[config.mk]
export PLATFORM = sky130hd
export DESIGN_NAME = pixel_bin_feeder
export DESIGN_NICKNAME = d
export VERILOG_FILES = /design/src/rtl/pixel_bin_feeder.sv
export SDC_FILE = /design/constraint.sdc
export NUM_CORES = 1
export LEC_CHECK = 0
export CAP_MARGIN = 25
export CORE_UTILIZATION = 47
export CTS_BUF_LIST = sky130_fd_sc_hd__clkbuf_16
export DETAILED_ROUTE_END_ITERATION = 12
export GPL_TIMING_DRIVEN = 0
export PLACE_DENSITY = 0.77
export SETUP_SLACK_MARGIN = 0.05
export SLEW_MARGIN = 10
export SYNTH_ARGS = -nofsm -noshare
export SYNTH_HDL_FRONTEND = slang
export SYNTH_SLANG_ARGS = --single-unit
[constraint.sdc]
create_clock -name i_clk -period 2.02 [get_ports i_clk]
set_input_delay 0.505 -clock i_clk [delete_from_list [all_inputs] [get_ports i_clk]]
set_output_delay 0.505 -clock i_clk [all_outputs]
set_load 0.005 [all_outputs]
[src/rtl/pixel_bin_feeder.sv]
// rtl/pixel_bin_feeder.sv - pixel stream to one-hot histogram bin increment enables
//
// Purpose:
//   Front end of the histogram counter bank. A start command opens a frame:
//   the bank is cleared for one cycle, then pixels are accepted on a
//   valid/ready handshake until the beat tagged end-of-frame. Each accepted
//   pixel raises exactly one bit of counter_en one cycle later. Once the last
//   enable has retired, frame_done presents the frame pixel total and the
//   saturation flag until the consumer acknowledges or opens a new frame.
//
// Ports:
//   i_clk          system clock, rising edge
//   i_clear        synchronous active-high reset; also clears the bank
//   i_start_frame  one-cycle command: begin a new frame (IDLE or DONE only)
//   i_pix_data     pixel intensity, PIXEL_W bits
//   i_pix_valid    i_pix_data is valid
//   i_pix_eof      current beat is the last pixel of the frame
//   o_pix_ready    beat accepted when i_pix_valid & o_pix_ready
//   o_hist_clear   clear to the counter bank
//   o_counter_en   one-hot increment enables, BINS bits, registered
//   o_frame_done   frame complete; o_pix_count / o_sat_err are final
//   i_done_ack     consumer acknowledges o_frame_done
//   o_pix_count    pixels accepted in the current/last frame (saturating)
//   o_sat_err      sticky: frame carried more than MAX_PIX pixels
//   o_busy         feeder is not idle

module pixel_bin_feeder #(
   parameter int PIXEL_W = 8,
   parameter int BINS    = 2**PIXEL_W,
   parameter int CNT_W   = 15,
   parameter int MAX_PIX = 2**CNT_W - 1
) (
   input  logic               i_clk,
   input  logic               i_clear,
   input  logic               i_start_frame,
   input  logic [PIXEL_W-1:0] i_pix_data,
   input  logic               i_pix_valid,
   input  logic               i_pix_eof,
   output logic               o_pix_ready,
   output logic               o_hist_clear,
   output logic [BINS-1:0]    o_counter_en,
   output logic               o_frame_done,
   input  logic               i_done_ack,
   output logic [CNT_W-1:0]   o_pix_count,
   output logic               o_sat_err,
   output logic               o_busy
);

   typedef enum logic [2:0] {
      S_IDLE   = 3'd0,
      S_CLR    = 3'd1,
      S_ACTIVE = 3'd2,
      S_FLUSH  = 3'd3,
      S_DONE   = 3'd4
   } state_t;

   state_t              r_state;
   state_t              w_next_state;

   logic [BINS-1:0]     r_counter_en;
   logic [CNT_W-1:0]    r_pix_count;
   logic                r_sat_err;

   logic                w_ready;
   logic                w_accept;
   logic                w_sat_hit;
   logic                w_frame_open;
   logic [BINS-1:0]     w_onehot;

   // Ready is withheld during a reset cycle so an aborted frame cannot
   // consume a beat on the very edge that returns the FSM to IDLE.
   assign w_ready      = (r_state == S_ACTIVE) && !i_clear;
   assign w_accept     = i_pix_valid && w_ready;
   assign w_sat_hit    = (r_pix_count == CNT_W'(MAX_PIX));
   assign w_onehot     = {{(BINS-1){1'b0}}, 1'b1} << i_pix_data;

   // Statistics are zeroed on the edge that enters CLR, so they already
   // read zero while the bank is being cleared.
   assign w_frame_open = (w_next_state == S_CLR) && (r_state != S_CLR);

   // ---------------------------------------------------------------
   // FSM: state register
   // ---------------------------------------------------------------
   always_ff @(posedge i_clk) begin
      if (i_clear) begin
         r_state <= S_IDLE;
      end else begin
         r_state <= w_next_state;
      end
   end

   // ---------------------------------------------------------------
   // FSM: next-state logic
   // ---------------------------------------------------------------
   always_comb begin
      w_next_state = r_state;
      case (r_state)
         S_IDLE: begin
            if (i_start_frame) begin
               w_next_state = S_CLR;
            end
         end
         S_CLR: begin
            w_next_state = S_ACTIVE;
         end
         S_ACTIVE: begin
            // A suppressed (saturated) beat still ends the frame.
            if (w_accept && i_pix_eof) begin
               w_next_state = S_FLUSH;
            end
         end
         S_FLUSH: begin
            w_next_state = S_DONE;
         end
         S_DONE: begin
            // A new start wins over an acknowledge: back-to-back frames.
            if (i_start_frame) begin
               w_next_state = S_CLR;
            end else if (i_done_ack) begin
               w_next_state = S_IDLE;
            end
         end
         default: begin
            w_next_state = S_IDLE;
         end
      endcase
   end

   // ---------------------------------------------------------------
   // FSM: outputs
   // ---------------------------------------------------------------
   always_comb begin
      o_hist_clear = i_clear || (r_state == S_CLR);
      o_pix_ready  = w_ready;
      o_frame_done = (r_state == S_DONE) && !i_clear;
      o_busy       = (r_state != S_IDLE) && !i_clear;
   end

   // ---------------------------------------------------------------
   // Datapath: enables, pixel count, saturation flag
   // ---------------------------------------------------------------
   always_ff @(posedge i_clk) begin
      if (i_clear) begin
         r_counter_en <= '0;
         r_pix_count  <= '0;
         r_sat_err    <= 1'b0;
      end else begin
         r_counter_en <= '0;
         if (w_frame_open) begin
            r_pix_count <= '0;
            r_sat_err   <= 1'b0;
         end else if (w_accept) begin
            if (w_sat_hit) begin
               // Count is pinned and the enable dropped so no bin can wrap.
               r_sat_err <= 1'b1;
            end else begin
               r_pix_count  <= r_pix_count + 1'b1;
               r_counter_en <= w_onehot;
            end
         end
      end
   end

   // A reset cycle also clears the bank, so any enable still in flight from
   // the previous edge is masked rather than racing the clear.
   assign o_counter_en = r_counter_en & {BINS{!i_clear}};
   assign o_pix_count  = i_clear ? '0 : r_pix_count;
   assign o_sat_err    = r_sat_err && !i_clear;

endmodule

* Yosys cells after proc, flatten, opt, wreduce, memory -nomap -nowiden *
Cells that the tools add are included.

cells by class
  add/sub/neg operators = 1
  equal/unequal tests = 7
  shift operators = 1
  mux-type cells = 6
  bitwise gates (word level) = 3
  reductions and logical operators = 15

operator list
  kind                     count
  $and A256 B256 Y256      1
  $shl A1 B8 Y256 const A  1
  $add A15 B1 Y15 const B  1
  $eq A15 B15 Y1 const B   1
  $mux W15                 1
  $pmux W3 S5              1
  $mux W3                  4
  $logic_and A1 B1 Y1      7
  $eq A3 B1 Y1 const B     2
  $eq A3 B2 Y1 const B     2
  $reduce_and A2 Y1        2
  $reduce_or A4 Y1         1
  $eq A3 B3 Y1 const B     1
  $logic_not A3 Y1         1
  $ne A3 B1 Y1 const B     1
  $reduce_bool A3 Y1       1
  $not A1 Y1               2
  $reduce_or A2 Y1         1
  $logic_not A1 Y1         1
  $logic_or A1 B1 Y1       1

storage, ports and cells
  flip-flop bits (word level) = 275
  input port bits = 14
  output and inout port bits = 276
  word-level logic and storage cells = 37

* Depth between registers and ports, before layout *
Gate-level depths: netlist (run 1).

  word-level depth = 9
  gate-level depth with buffers = 8

* Least setup slack after synthesis (run 1) *
Ideal clock, no wire load.

  kind = input-to-output
  start = in i_clear
  end = out o_hist_clear
  arrival time = 1455 ps
  data required time = 1515 ps
  setup slack = 60 ps
  stages = 4
  cell sequence = clkbuf_1 -> buf_1 -> clkbuf_1 -> a21o_1

on the way
  word-level cells in the longest chain between the ends = 1

ends and longest elaborated chain
  what                line  text
  start, declared     34    input logic i_clear,
  $logic_or A1 B1 Y1  133   o_hist_clear = i_clear || (r_state == S_CLR);
  end, declared       40    output logic o_hist_clear,

No other way between the ends.

* Worst setup path in the final report (run 1) *
  start = in i_clear
  end = out o_counter_en[55]

on the way
  word-level cells in the longest chain between the ends = 2

ends and longest elaborated chain
  what                 line  text
  $logic_not A1 Y1     166   assign o_counter_en = r_counter_en & {BINS{!i_clear}};
  $and A256 B256 Y256  166
  end, declared        41    output logic [BINS-1:0] o_counter_en,

No other way between the ends.

==> results.cfg, run 1 <==
[clocking]
clock_latency_ps = 560
cts_tree = done
clk_pin_slew_ps = 60
cts_htree_levels = 1
clockBufferDepth = 3
numCtsBuffers = 27
cts-root-buf = clkbuf_16
ctsHoldBuffers = 0
cts_num_sinks = 275

[drt]
drt_iter0_markers = 728
via_per_inst = 5.57
drc_errors = 0
wl_mm = 43.5
firstDrtPassIters = 5
antenna_left = 0
wl_per_cell_um = 24.9
vias = 9754

[timing]
fin_ws_ps = -112
hold_violations = 0
setup_viol = 27
fin_crit_sh = 1.06
grt_setup_unrepaired = true
fin_hold_ws_ps = 468
drv_slew = 0
max_freq_mhz = 469
worstMarginPinSlew_ps = 831
min_period_ps = 2130
setup_tns_ps = -1340
slew_headroom = 0.441
fin_skew_ps = 29.2

[layout]
area_delta_synth_final_pct = 67.0
seq_area_sq_um = 5530
final_cell_count_no_fill = 1751
nets = 1477
drive_gt1_frac = 0.448
design_area_sq_um = 16400
postLayoutCoreUtil = 0.804
nFillCells = 1159
multi_input_area_sq_um = 5530

[worst_setup_path]
r2r-start = r_state[0]
r2r_end = r_counter_en[80]
crit_end = o_counter_en[55]
end_kind = primary output
crit_path_cell_trace = buf_8 -> clkbuf_16 -> buf_8 -> clkbuf_16 -> clkbuf_16 -> buf_4 -> nor2b_1 -> buf_2
path_delay_family = buffers and inverters
slowest_delay_ps = 160
arrival_ps = 1630
reg2reg_setup_slack_ps = -10
crit_buf_inv = 7
crit_cells = 8
cp-start-kind = primary input
slowest_stage = clkbuf_16
crit_start = i_clear
crit_path_frequent_cell = clkbuf_16
worst-setup-path-type = primary input to primary output
critPathMaxFanout = 8
worstPathRequired_ps = 1510
reg2reg_depth = 8

[grt]
grt.met3_usage = 0.0781
antenna_found_initial = 1
grt.total_usage = 0.374
grt_use_met2 = 0.614
grt_max_degree = 15
use_met1 = 0.451
grt_pass1_vias = 9625
grt_most_used_layer = met2
globalRouteOverflowTotal = 0
grt_pass1_wl_mm = 59.7

[placement]
portBuffers = 288
dp_slack_ps = -1570
place.gp.congestion = 0.885
dp_hpwl_mm = 23.8
dpl.cell_count = 1626
placed_cell_area_sq_um = 13000

[synth]
synthCells = 1068
async_flop_share = 0
synth_top_cell_by_area = dfxtp_1
synth.most_common_cell = dfxtp_1
synth_area_sq_um = 9800
yosys-top-cells-count = dfxtp_1, nor2b_1, nor2_1, clkbuf_1, nand2_1
synthDistinctLibCells = 38
ys_seq_elements = 275
synth_area_leaders = dfxtp_1, nor2b_1, nor2_1, clkbuf_1, nand4_2
synth_top_area_frac = 0.562
ys.warnings.count = 0
synth-edff-count = 0
synth-main-ff-cell = dfxtp_1
syn_nets = 1083
syn_avg_cell_area_sq_um = 9.18
ys_seq_area_frac = 0.562

[job]
maxCapViolCount = 0

[power]
power_frac_seq = 0.478
p_total_mw = 11.4
clock_power_share = 0.436
p_int_mw = 8.64
powerDensity_nw_per_um2 = 695
switching_share = 0.240
combPwrFrac = 0.086
p_sw_mw = 2.73
power.leakage_nw = 6.58
ir_worst_vdd_v = 0.000586

[floorplanning]
fp.dieH_um = 146
initial_utilization = 0.481
ios = 290
fp.dieArea_sq_um = 21400
num_rows = 52
core-area_sq_um = 20400
die_w_um = 146

[hold_path]
min_path_type = flop to flop

[run_status]
violations = negative setup slack
outcome = complete, but fails checks
[cells by family after synthesis]
group / synth area share
muxes: 0.00613
xor gates and xnor gates: 0.000894
and+or+nand+nor: 0.377
adders and majority gates: 0.00128
DFF: 0.562
buffers and inverters: 0.0378
AOI/OAI and AO/OA: 0.0156
[state kept, by name (all words and copies together), names as in the netlist]
register and flops:
r_counter_en 256, r_pix_count 15, r_sat_err 1, r_state 3
[worst min-delay path by stage]
stage,startpoint,endpoint,slack [ps],cells after the start
2_1_floorplan,r_sat_err,r_sat_err,430,1
3_3_place_gp,r_sat_err,r_sat_err,440,1
3_5_place_dp,r_sat_err,r_sat_err,450,1
4_1_cts,r_sat_err,r_sat_err,460,1
5_1_grt,r_state[2],r_state[1],490,1
6_report,r_sat_err,r_sat_err,470,1
[timing repair]
action	in CTS	in global routing
buffers inserted	48	12
cloned	23	4
endpoints found under the setup margin	515	445
gates resized for setup	1285	287
pin swaps	12	21
[cell usage in the layout (no fill, tap or decap), drive strengths merged, types with 12 or more instances in the layout]
| cell type | instances |
|---|---|
| inv | 12 |
| nor2b | 274 |
| dlygate4sd2 | 51 |
| nor2 | 263 |
| nand3 | 19 |
| nor3 | 19 |
| dfxtp | 275 |
| clkbuf | 108 |
| buf | 283 |
| nand4 | 31 |
| nand2 | 43 |
[layout make-up]
type                    instances  share of cell area
clock buffers                  27              0.0413
diodes                          1            0.000153
well taps                     270              0.0206
multi-input cells             717               0.338
plain buffers                  64              0.0596
inverters                       5             0.00115
clock inverters                20              0.0104
repair buffers                372               0.191
flip-flops and latches        275               0.338
[routing by layer]
layer / share of wire / routed length, um / vias up
li1: - / - / 4161
met1: 0.37 / 16000 / 4703
met2: 0.46 / 20100 / 676
met3: 0.097 / 4220 / 214
met4: 0.075 / 3250 / 0
met5: 0 / 0 / -
[power groups by stage]
stage	Combinational [mW]	Clock [mW]	Sequential [mW]
global route	0.992	5.18	5.43
detailed placement	0.412	0	5.56
floorplan	0.228	0	5.55
finish	0.979	4.96	5.43
CTS	0.860	4.86	5.44
global placement	0.404	0	5.55
(Power assumes the default switching activity.)
==> run 2, diff against run 1 <==
MAX_ROUTING_LAYER = met4   (was unset)
PLACE_DENSITY = 0.89   (was 0.77)
SKIP_LAST_GASP = 1   (was unset)
==> results.cfg, run 2 (synthesis gave the netlist of run 1 again) <==
[placement]
dp_hpwl_mm = 23.7
place.gp.congestion = 0.873
dp_slack_ps = -1620
portBuffers = 288

[layout]
reg_top3 = r_counter_en (256), r_pix_count (15), r_state (3)
nFillCells = 1161
area_delta_synth_final_pct = 65.0
largest_reg_flops = 256
multi_input_area_sq_um = 5130
seq_area_sq_um = 5540
nets = 1475
postLayoutCoreUtil = 0.794
diodes = 0
layout_common_cells = dfxtp_1, nor2_1, buf_2, nor2b_1, nor2b_4
drive_gt1_frac = 0.396
regMostFlops = r_counter_en
layout.cells.most_common = dfxtp_1

[power]
ir_worst_vdd_v = 0.000793
power.leakage_nw = 6.53
powerDensity_nw_per_um2 = 702

[worst_setup_path]
end_kind = primary output
cp-start-kind = primary input
crit_end = o_counter_en[237]
arrival_ps = 1710
r2r-start = r_state[2]
reg2reg_setup_slack_ps = 20
r2r_end = r_counter_en[143]
worstPathRequired_ps = 1510
worst-setup-path-type = primary input to primary output
critPathMaxFanout = 10
crit_start = i_clear
reg2reg_depth = 7

[drt]
firstDrtPassIters = 5
wl_met1_mm = 15.9
antenna_left = 0
top_layer = met4
via_per_inst = 5.56
met3_wirelength_mm = 3.43
drt_iter0_markers = 777
wl_per_cell_um = 24.5
wl_mm = 42.9
met2_length_mm = 20.8
vias = 9730
drc_errors = 0

[floorplanning]
fp.dieH_um = 146
ios = 290
num_rows = 52
die_w_um = 146
core-area_sq_um = 20400
initial_utilization = 0.481
fp.dieArea_sq_um = 21400

[timing]
setup_viol = 18
drv_slew = 0
max_freq_mhz = 452
grt_setup_unrepaired = true
fin_ws_ps = -194
fin_skew_ps = 14.0
slew_headroom = 0.466
fin_crit_sh = 1.10
min_period_ps = 2210
worstMarginPinSlew_ps = 795
hold_violations = 0

[clocking]
numCtsBuffers = 26
clockBufferDepth = 3
clk_pin_slew_ps = 70
cts_tree = done
clock_latency_ps = 530
cts_htree_levels = 1
cts_num_sinks = 275
cts-root-buf = clkbuf_16

[grt]
grt_max_degree = 16
grt.total_usage = 0.383
globalRouteOverflowTotal = 0
grt_pass1_wl_mm = 59.1
antenna_found_initial = 0
grt_pass1_vias = 9698

[run_status]
outcome = complete, but fails checks
violations = negative setup slack

[hold_path]
min_path_type = flop to flop

[job]
maxCapViolCount = 0
[run 2: cell types whose count changed in the layout (fill, tap and decap cells not counted), moves of 7 or more]
cell             delta
clkbuf_2           +20
nor2b_2            +10
nor2_4             -22
nor2b_1            +21
nor2_1             +15
dlygate4sd2_1      +18
nor2_2              +7
clkdlybuf4s15_1    +15
nor2b_4            -31
clkdlybuf4s15_2    +13
buf_2              -58
[run 2: metrics by stage]
stage	instances	TNS [ps]	hold WS [ps]	cell area, sq um	power [mW]
after floorplan	1068	0	433	9800	5.78
after global placement	1626	-524440	443	13000	5.96
after detailed placement	1626	-535520	465	13000	5.97
after CTS	1747	-3060	480	15800	11.2
after global routing	1749	-985	489	16200	11.5
final	1749	-655	478	16200	11.4
[run 2: worst max-delay path, stage by stage]
cell and delay (ps):
buf_12 110, clkbuf_16 150, buf_4 150, clkbuf_16 180, nor2b_1 170, dlygate4sd2_1 430
[run 2: where the power goes]
group          leakage, nW  switching [mW]  internal (mW)
Combinational         3.88           0.539          0.421
Sequential            2.22          0.0107           5.42
Clock                0.427            2.16           2.81
Total                 6.53            2.71           8.65
[run 2: per-layer routing]
| layer | up-vias | global-route usage |
|---|---|---|
| li1 | 4167 | - |
| met1 | 4697 | 0.430 |
| met2 | 687 | 0.648 |
| met3 | 179 | 0.0578 |
| met4 | 0 | 0.226 |
| met5 | - | - |
[run 2: worst min path at each step]
stage / startpoint / to / slack (ps) / depth (start not counted)
3_5_place_dp: r_sat_err / r_sat_err / 460 / 1
6_report: r_sat_err / r_sat_err / 480 / 1
4_1_cts: r_sat_err / r_sat_err / 480 / 1
5_1_grt: r_sat_err / r_sat_err / 490 / 1
2_1_floorplan: r_sat_err / r_sat_err / 430 / 1
3_3_place_gp: r_sat_err / r_sat_err / 440 / 1
[run 2: area by class of cell]
type	instances	area share
well taps	270	0.0209
inverters	5	0.00116
clock inverters	20	0.0107
plain buffers	67	0.0655
flip-flops and latches	275	0.343
repair buffers	368	0.200
multi-input cells	717	0.317
clock buffers	27	0.0418
[run 2: timing repair]
action,CTS,global route
gates cloned,23,3
hold buffers,0,0
buffers inserted,51,8
endpoints found under the setup margin,526,433
pin swaps,8,13
gates resized for setup,1113,244
==> run 3, diff against run 2 <==
CORE_UTILIZATION = 40   (was 47)
PLACE_DENSITY = 0.78   (was 0.89)
SETUP_SLACK_MARGIN = unset   (was 0.05)
==> results.cfg, run 3 (synthesis gave the netlist of run 1 again) <==
[power]
power.leakage_nw = 6.21
p_sw_mw = 2.52
power_frac_seq = 0.505
powerDensity_nw_per_um2 = 707
ir_worst_vdd_v = 0.000648
switching_share = 0.234
clock_power_share = 0.429
combPwrFrac = 0.066
p_int_mw = 8.24

[layout]
regMostFlops = r_counter_en
area_delta_synth_final_pct = 55.4
nets = 1435
layout_common_cells = dfxtp_1, nor2_1, nor2b_1, dlygate4sd2_1, clkdlybuf4s15_1
design_area_sq_um = 15200
reg_top3 = r_counter_en (256), r_pix_count (15), r_state (3)
drive_gt1_frac = 0.252
diodes = 0
final_cell_count_no_fill = 1758
layout.cells.most_common = dfxtp_1
largest_reg_flops = 256

[timing]
hold_violations = 0
setup_viol = 3
setup_tns_ps = -120
fin_crit_sh = 1.04
min_period_ps = 2100
max_freq_mhz = 477
worstMarginPinSlew_ps = 889
drv_slew = 0
fin_ws_ps = -77.0
fin_skew_ps = 11.5
slew_headroom = 0.402
grt_setup_unrepaired = true

[worst_setup_path]
crit_path_cell_trace = buf_8 -> clkbuf_16 -> clkbuf_16 -> clkbuf_16 -> buf_4 -> nor2b_4 -> dlygate4sd2_1
r2r-start = r_state[2]
slowest_delay_ps = 230
cp-start-kind = primary input
path_delay_family = buffers and inverters
worst-setup-path-type = primary input to primary output
crit_path_frequent_cell = clkbuf_16
crit_buf_inv = 6
crit_start = i_clear
worstPathRequired_ps = 1510
slowest_stage = dlygate4sd2_1
critPathMaxFanout = 8
end_kind = primary output
arrival_ps = 1590

[hold_path]
min_path_type = flop to flop
min-delay-start = r_sat_err

[run_status]
violations = negative setup slack
outcome = complete, but fails checks

[job]
maxCapViolCount = 0

[drt]
drt_iter0_markers = 492
wl_mm = 36.4
antenna_left = 0
firstDrtPassIters = 7
wl_per_cell_um = 20.7
drc_errors = 0
via_per_inst = 4.94
vias = 8687

[grt]
grt_pass1_vias = 8378
grt_max_degree = 15
grt.total_usage = 0.293
antenna_found_initial = 0
grt_pass1_wl_mm = 51.9
globalRouteOverflowTotal = 0

[clocking]
numCtsBuffers = 27
clk_pin_slew_ps = 60
cts-root-buf = clkbuf_16
cts_num_sinks = 275
clockBufferDepth = 3
ctsHoldBuffers = 0
cts_htree_levels = 1
clock_latency_ps = 530
cts_tree = done

[placement]
dpl.cell_count = 1675
place.gp.congestion = 0.888
portBuffers = 288
placed_cell_area_sq_um = 13100
dp_hpwl_mm = 24.6

[floorplanning]
initial_utilization = 0.413
die_w_um = 159
core-area_sq_um = 23800
num_rows = 56
fp.dieH_um = 159
fp.dieArea_sq_um = 25100
ios = 290
==> run 3: cell count changes in the layout (fill, tap and decap cells not counted), sizes merged <==
cell	delta
clkbuf	-16
clkinv	+2
bufbuf	-1
clkdlybuf4s15	+40
dlygate4sd2	+63
buf	-128
clkdlybuf4s50	+1
clkinvlp	+1
bufinv	-2
==> run 3: layer usage <==
layer | share of wire | global-route usage | vias to the layer above
met4 | 0.034 | 0.0939 | 0
met2 | 0.48 | 0.488 | 392
li1 | - | - | 4087
met3 | 0.066 | 0.0408 | 69
met1 | 0.42 | 0.367 | 4139
met5 | 0 | - | -
==> run 3: repair_timing <==
item / CTS / global route
gates cloned: 9 / 3
resized for setup: 687 / 207
endpoints found under the setup margin: 516 / 398
pin swaps: 10 / 6
setup buffers: 27 / 6
==> run 3: cell type report <==
type	count	area, sq um
fill	1926	8520
inverter	5	18.8
timing repair buffer	329	2880
clock buffer	27	676
sequential	275	5530
clock inverter	21	118
tap	319	399
buffer	65	935
multi-input combinational	717	4670
==> run 3: path summary, 6_finish.rpt <==
kind | cells after the start | end | slack, ps
worst min register to register | 1 | r_sat_err | 470
worst max-delay path | 7 | o_counter_en[92] | -80
worst min-delay path | 1 | r_sat_err | 470
worst max register to register | 7 | r_counter_en[176] | 50
==> run 3: power by group through the flow <==
stage,registers [mW],clock network [mW],logic [mW]
final,5.44,4.61,0.709
after global routing,5.44,4.88,0.736
after CTS,5.44,4.64,0.685
after detailed placement,5.55,0,0.418
after global placement,5.55,0,0.410
after floorplan,5.55,0,0.228
==> run 3: stage by stage <==
step	hold slack, ps	setup slack [ps]	total power [mW]	util
floorplan	433	59.6	5.78	-
global placement	443	-1700	5.96	0.551
detailed placement	451	-1700	5.97	0.551
CTS	465	-251	10.8	0.639
global route	474	-95.0	11.1	0.641
finish	465	-77.0	10.8	0.641
